==> src/rtl/router_pkt_tx.sv <==
// Packet transmitter for the router input port: buffers a payload, then sends header, payload and
// parity, and reports the router's err flag per packet. Optional build macro: ROUTER_TX_ERR_INJECT_EN.
module router_pkt_tx #(
  parameter int unsigned GAP_CYCLES = 1,
  parameter int unsigned ERR_WINDOW = 2
) (
  input  logic       clock,
  input  logic       reset,
`ifdef ROUTER_TX_ERR_INJECT_EN
  input  logic       inject_err,
`endif
  input  logic       req_valid,
  output logic       req_ready,
  input  logic [1:0] req_addr,
  input  logic [5:0] req_len,
  input  logic [7:0] pay_data,
  input  logic       pay_valid,
  output logic       pay_ready,
  output logic [7:0] data,
  output logic       packet_valid,
  input  logic       suspend_data_in,
  input  logic       err,
  output logic       done,
  output logic       done_err,
  output logic       busy
);

  typedef enum logic [2:0] {
    StIdle,
    StLoad,
    StHdr,
    StPayload,
    StParity,
    StCheck,
    StGap
  } state_e;

  state_e      state_q;
  logic [1:0]  addr_q;
  logic [5:0]  len_q;
  logic [5:0]  cnt_q;
  logic [7:0]  par_q;
  logic [7:0]  par_out;
  logic [2:0]  win_q;
  logic [3:0]  gap_q;
  logic        flag_q;
  logic [7:0]  data_q;
  logic        pv_q;
  logic        done_q;
  logic        done_err_q;
  logic [7:0]  mem_q [64];

`ifdef ROUTER_TX_ERR_INJECT_EN
  logic inj_q;
  assign par_out = inj_q ? ~par_q : par_q;
`else
  assign par_out = par_q;
`endif

  // Readies are gated by reset so nothing is accepted while reset is held.
  assign req_ready    = (state_q == StIdle) && !reset;
  assign pay_ready    = (state_q == StLoad) && !reset;
  assign busy         = (state_q != StIdle);
  assign data         = data_q;
  assign packet_valid = pv_q;
  assign done         = done_q;
  assign done_err     = done_err_q;

  always_ff @(posedge clock) begin
    if (reset) begin
      state_q    <= StIdle;
      addr_q     <= '0;
      len_q      <= '0;
      cnt_q      <= '0;
      par_q      <= '0;
      win_q      <= '0;
      gap_q      <= '0;
      flag_q     <= 1'b0;
      data_q     <= '0;
      pv_q       <= 1'b0;
      done_q     <= 1'b0;
      done_err_q <= 1'b0;
`ifdef ROUTER_TX_ERR_INJECT_EN
      inj_q      <= 1'b0;
`endif
    end else begin
      done_q     <= 1'b0;
      done_err_q <= 1'b0;
      unique case (state_q)
        StIdle: begin
          if (req_valid) begin
            addr_q <= req_addr;
            len_q  <= req_len;
            cnt_q  <= '0;
            // Header is folded into the accumulator up front.
            par_q  <= {req_len, req_addr};
`ifdef ROUTER_TX_ERR_INJECT_EN
            inj_q  <= inject_err;
`endif
            if (req_len == 6'd0) begin
              state_q <= StHdr;
              data_q  <= {req_len, req_addr};
              pv_q    <= 1'b1;
            end else begin
              state_q <= StLoad;
            end
          end
        end
        StLoad: begin
          if (pay_valid) begin
            mem_q[cnt_q] <= pay_data;
            par_q        <= par_q ^ pay_data;
            if (cnt_q == len_q - 6'd1) begin
              state_q <= StHdr;
              cnt_q   <= '0;
              data_q  <= {len_q, addr_q};
              pv_q    <= 1'b1;
            end else begin
              cnt_q <= cnt_q + 6'd1;
            end
          end
        end
        StHdr: begin
          if (!suspend_data_in) begin
            if (len_q == 6'd0) begin
              state_q <= StParity;
              data_q  <= par_out;
              pv_q    <= 1'b0;
            end else begin
              state_q <= StPayload;
              data_q  <= mem_q[0];
            end
          end
        end
        StPayload: begin
          if (!suspend_data_in) begin
            if (cnt_q == len_q - 6'd1) begin
              state_q <= StParity;
              data_q  <= par_out;
              pv_q    <= 1'b0;
            end else begin
              cnt_q  <= cnt_q + 6'd1;
              data_q <= mem_q[cnt_q + 6'd1];
            end
          end
        end
        StParity: begin
          state_q <= StCheck;
          data_q  <= '0;
          win_q   <= '0;
          flag_q  <= 1'b0;
        end
        StCheck: begin
          flag_q <= flag_q | err;
          // The last window cycle's err still counts toward done_err.
          if (win_q == 3'(ERR_WINDOW - 1)) begin
            done_q     <= 1'b1;
            done_err_q <= flag_q | err;
            gap_q      <= '0;
            state_q    <= (GAP_CYCLES == 0) ? StIdle : StGap;
          end else begin
            win_q <= win_q + 3'd1;
          end
        end
        StGap: begin
          if (gap_q == 4'(GAP_CYCLES - 1)) begin
            state_q <= StIdle;
          end else begin
            gap_q <= gap_q + 4'd1;
          end
        end
        default: state_q <= StIdle;
      endcase
    end
  end

endmodule
==> config.mk <==
export PLATFORM = sky130hd
export DESIGN_NAME = router_pkt_tx
export DESIGN_NICKNAME = d
export VERILOG_FILES = /design/src/rtl/router_pkt_tx.sv
export SDC_FILE = /design/constraint.sdc
export NUM_CORES = 1
export LEC_CHECK = 0
export CAP_MARGIN = 20
export CORE_UTILIZATION = 45
export DETAILED_ROUTE_END_ITERATION = 10
export GPL_ROUTABILITY_DRIVEN = 0
export SYNTH_ARGS = -nofsm -noshare
export SYNTH_HDL_FRONTEND = slang
export SYNTH_SLANG_ARGS = --single-unit
==> constraint.sdc <==
create_clock -name clock -period 7.7 [get_ports clock]
set_input_delay 1.925 -clock clock [delete_from_list [all_inputs] [get_ports clock]]
set_output_delay 1.925 -clock clock [all_outputs]
set_load 0.03 [all_outputs]
==> impl_metrics.tcl, run 1 <==
set metrics [dict create \
    relSlewSlack_pct 33.9 \
    syn-num-nets 1299 \
    internal_power_mw 5.64 \
    worstMarginPinSlew_ps 983 \
    path_max_fanout 20 \
    clkPwrFrac_pct 35.5 \
    wirelength_um 52000 \
    cp.required_ps 5780 \
    ir_worst_vdd_uv 170 \
    finalHoldViolations 0 \
    rsz0062_at_grt "no" \
    max_freq_mhz 169 \
    tns_ps 0 \
    die_h_um 226 \
    grt_pass1_wl_um 77800 \
    finClkSkew_ps 18.9 \
    ioPinCount 36 \
    synth_area_leaders "edfxtp_1 68%, mux4_2 14%, dfxtp_1 3.9%" \
    dieArea_mm2 0.0512 \
    initial_core_util_pct 46.0 \
    wl_per_cell_um 25.8 \
    insertion_delay_ps 600 \
    critPathCaptureType "output port" \
    yosysTopAreaCell "edfxtp_1" \
    synth_cell_types 66 \
    first_pass_iters 7 \
    drive_gt1_share_pct 20.2 \
    coreArea_mm2 0.0493 \
    synth_top_area_share_pct 67.9 \
    synthCells 1270 \
    clock_sinks 556 \
    grt_max_degree 67 \
    portBuffers 35 \
    postSynthRegisterBits 556 \
    p_sw_share_pct 26.9 \
    drv_slew 0 \
    power_density_mw_per_mm2 303 \
    ctsHoldBuffers 0 \
    fin_nets 1339 \
    vias 11819 \
    power_switching_mw 2.08 \
    cts_tree "yes" \
    drcViolationCount 0 \
    drt-initial-drc-count 1376 \
    critPathKind "in -> out" \
    dp_slack_ps 1850 \
    fin_area_mm2 0.0254 \
    finalSetupViolCount 0 \
    core.rowCount 81 \
    clockRootBuffer "clkbuf_16" \
    htreeDepth 2 \
    synth_edf_count 512 \
    cts_setup_buffers 0 \
    worstSetupStartpointType "input pin" \
    worstPathArrival_ps 3980 \
    async_flop_share_pct 0 \
    seqPwrFrac_pct 45.0 \
    antenna_found_initial 0 \
    first_global_vias 11791 \
    ctsResizeCount 0 \
    fin_util_pct 51.7 \
    seq_area_frac_synth_pct 71.8 \
    cts_made_buffers 55 \
    combPwrFrac_pct 19.5 \
    synth_common_cells "512 x edfxtp_1, 139 x mux4_2, 121 x nor2_1, 79 x nand2_1, 61 x a21oi_1" \
    power_leakage_nw 7.79 \
    clockBufferDepth 3 \
    final.min_clock_period_ps 5910 \
    yosys.cell_count.top_type "edfxtp_1" \
    dp_hpwl_um 31800 \
    placedInstanceArea_mm2 0.0236 \
    antenna_cells 0 \
    overflow 0 \
    via_per_inst 5.86 \
    fill_cells 3996 \
    fin_crit_sh_pct 76.7 \
    hp-class "reg -> reg" \
    cap_violations 0 \
    path_clk_slew_ps 60 \
    synth_ff_type "edfxtp_1" \
    syn_avg_cell_area_um2 17.8 \
    worst_slack_ps 1790 \
    die_x_um 226 \
    drtAntennaViolNets 0 \
    netlist_area_mm2 0.0226 \
    area_growth_pct 12.4 \
    track_usage_pct 21.0 \
    yosys_warnings 0 \
    status "finished clean" \
]
[cells by family after synthesis]
family / Yosys count / share of synthesized area [%]
AOI/OAI and AO/OA: 161 / 4.70
DFF: 556 / 71.8
xor gates and xnor gates: 18 / 0.730
adders and majority gates: 7 / 0.387
buffers and inverters: 94 / 2.18
and+or+nand+nor: 276 / 5.52
muxes: 158 / 14.7
[worst max-delay path: stages]
cell,delay [ps]
clkdlybuf4s50_1,800
nor2_1,510
clkdlybuf4s50_1,750
[cell type report]
type / instances / area, um^2 / area share [%]
Clock buffer: 65 / 1490 / 5.84
Sequential cell: 556 / 16300 / 63.9
Clock inverter: 36 / 364 / 1.43
Timing Repair Buffer: 56 / 468 / 1.84
Multi-Input combinational cell: 620 / 5950 / 23.4
Tap cell: 664 / 831 / 3.27
Inverter: 21 / 78.8 / 0.310
[flip-flops by register name, indices dropped and copies added (netlist names)]
signal	flops
mem_q	512
data	8
par_out	8
cnt_q	6
len_q	6
gap_q	4
state_q	3
win_q	3
addr_q	2
done	1
done_err	1
flag_q	1
packet_valid	1
[placed cells by master (no fill, tap or decap), types with 6 or more instances in the layout]
cell,instances
a31oi_1,9
clkinv_1,11
nand2_1,79
xor2_1,8
nor2_1,121
inv_1,20
a21oi_1,61
clkdlybuf4s50_1,27
clkbuf_16,57
clkinvlp_4,7
a311oi_1,6
mux2i_1,18
nor3_1,12
nand3b_1,13
o21ai_0,21
mux4_2,139
nand3_1,13
buf_2,8
clkinv_2,10
buf_4,21
a211o_1,6
nor2b_1,6
o221ai_1,16
edfxtp_1,512
bufinv_16,7
ha_1,6
dfxtp_1,43
[power by group through the flow]
stage,combinational (mW),sequential (mW),clock (mW)
after floorplan,1.14,3.48,0
after global placement,1.50,3.54,0
after detailed placement,1.51,3.54,0
after CTS,1.52,3.48,2.79
after global routing,1.62,3.49,2.89
final,1.50,3.48,2.74
[path summary, 6_finish.rpt]
check                           startpoint   endpoint  slack, ps  depth (start not counted)
worst max register to register    cnt_q[0]    data[0]       3370                          9
worst max-delay path                 reset  pay_ready       1790                          3
worst min-delay path                flag_q   done_err        480                          1
worst min register to register      flag_q   done_err        480                          1
[metal layers]
layer / global-route usage, % / routed length [um] / up-vias
li1: - / - / 5187
met5: 0 / 0 / -
met1: 30.8 / 23100 / 6098
met3: 3.76 / 3510 / 90
met2: 32.6 / 24000 / 444
met4: 5.97 / 1380 / 0
[per-stage QoR]
stage               instances  hold WS [ps]  power, mW
floorplan                1270           437       4.62
global placement         1917           454       5.04
detailed placement       1917           452       5.06
CTS                      2018           476       7.78
global route             2018           511       8.00
finish                   2018           475       7.72
No activity file was read; power rests on OpenSTA's default activity.
==> inputs of run 2 (changes only) <==
Clock period 7.7 ns to 5.67 ns, I/O delays scaled along.
==> impl_metrics.tcl, run 2 (synthesis results as in run 1) <==
set metrics [dict create \
    rsz0062_at_grt "no" \
    die_h_um 226 \
    dp_hpwl_um 32900 \
    relSlewSlack_pct 31.6 \
    final_cell_mix "512 x edfxtp_1, 139 x mux4_2, 121 x nor2_1" \
    ioPinCount 36 \
    max_freq_mhz 219 \
    antenna_cells 0 \
    fin_crit_sh_pct 80.4 \
    wirelength_um 52600 \
    largest_reg_flops 512 \
    drtAntennaViolNets 0 \
    track_usage_pct 21.1 \
    fin_nets 1345 \
    final_common_cell "edfxtp_1" \
    core.rowCount 81 \
    wl_per_cell_um 26.0 \
    htreeDepth 2 \
    drcViolationCount 0 \
    drive_gt1_share_pct 19.7 \
    finalSetupViolCount 0 \
    dieArea_mm2 0.0512 \
    area_growth_pct 12.3 \
    path_max_fanout 22 \
    die_x_um 226 \
    power_switching_mw 2.81 \
    worstSetupStartpointType "flop" \
    seqPwrFrac_pct 44.8 \
    p_sw_share_pct 27.0 \
    vias 11931 \
    cts_tree "yes" \
    initial_core_util_pct 46.0 \
    first_pass_iters 5 \
    power_density_mw_per_mm2 410 \
    ctsHoldBuffers 0 \
    finalHoldViolations 0 \
    combPwrFrac_pct 20.5 \
    insertion_delay_ps 610 \
    antenna_found_initial 2 \
    finClkSkew_ps 15.2 \
    ir_worst_vdd_uv 247 \
    worstMarginPinSlew_ps 1020 \
    clkPwrFrac_pct 34.7 \
    via_per_inst 5.90 \
    grt_pass1_wl_um 77800 \
    clockRootBuffer "clkbuf_16" \
    tns_ps 0 \
    cts_setup_buffers 0 \
    power_leakage_nw 7.78 \
    worstPathArrival_ps 3140 \
    coreArea_mm2 0.0493 \
    fill_cells 4000 \
    final.min_clock_period_ps 4560 \
    cts_made_buffers 56 \
    cap_violations 0 \
    drt-initial-drc-count 1211 \
    critPathCaptureType "output port" \
    drv_slew 0 \
    whs_ps 464 \
    ctsResizeCount 0 \
    clock_sinks 556 \
    path_clk_slew_ps 60 \
    largest_register "mem_q" \
    first_global_vias 11763 \
    cp.required_ps 4250 \
    hp-class "reg -> reg" \
    clockBufferDepth 3 \
    status "finished clean" \
    grt_max_degree 67 \
    overflow 0 \
    internal_power_mw 7.61 \
    critPathKind "reg -> out" \
    portBuffers 35 \
]
run 2: layout make-up:
type / count / area, um^2 / area share [%]
sequential: 556 / 16300 / 64.0
multi-input combinational: 620 / 5950 / 23.4
clock buffer: 70 / 1480 / 5.80
tap: 664 / 831 / 3.27
timing repair buffer: 61 / 518 / 2.04
clock inverter: 29 / 304 / 1.20
inverter: 21 / 78.8 / 0.310
run 2: critical path: stages, from the launching register on:
cell and delay (ps):
dfxtp_1 770, clkinv_1 700, nand2b_1 290, nor2_1 150, clkdlybuf4s50_1 620
run 2: worst paths after layout:
check / from / endpoint / slack, ps / cells past startpoint
setup reg to reg: state_q[0] / mem_q[18][2] / 1630 / 7
hold / removal: addr_q[0] / addr_q[0] / 460 / 2
setup / recovery: state_q[1] / pay_ready / 1110 / 4
hold reg to reg: addr_q[0] / addr_q[0] / 460 / 2
run 2: routing by layer:
layer | vias to the layer above | part of all wire, % | GRT usage [%]
met5 | - | 0.051 | 0
met2 | 445 | 46 | 32.1
li1 | 5182 | - | -
met4 | 4 | 2.9 | 6.80
met1 | 6200 | 45 | 31.0
met3 | 100 | 6.5 | 3.91
run 2: power groups by stage:
stage	combinational [mW]	clock, mW	sequential (mW)
floorplan	1.54	0	4.73
global placement	2.14	0	4.75
detailed placement	2.15	0	4.75
CTS	2.15	3.68	4.66
global route	2.29	3.82	4.67
finish	2.13	3.62	4.67
run 2: stage by stage:
step | instances | cell area [um^2] | total power, mW | setup WS (ps) | utilization (%)
after floorplan | 1270 | 22600 | 6.27 | 2020 | -
after global placement | 1922 | 23600 | 6.89 | 1220 | 48.0
after detailed placement | 1922 | 23600 | 6.90 | 1220 | 48.0
after CTS | 2021 | 25400 | 10.5 | 1120 | 51.6
after global routing | 2021 | 25400 | 10.8 | 989 | 51.6
final | 2021 | 25400 | 10.4 | 1110 | 51.6
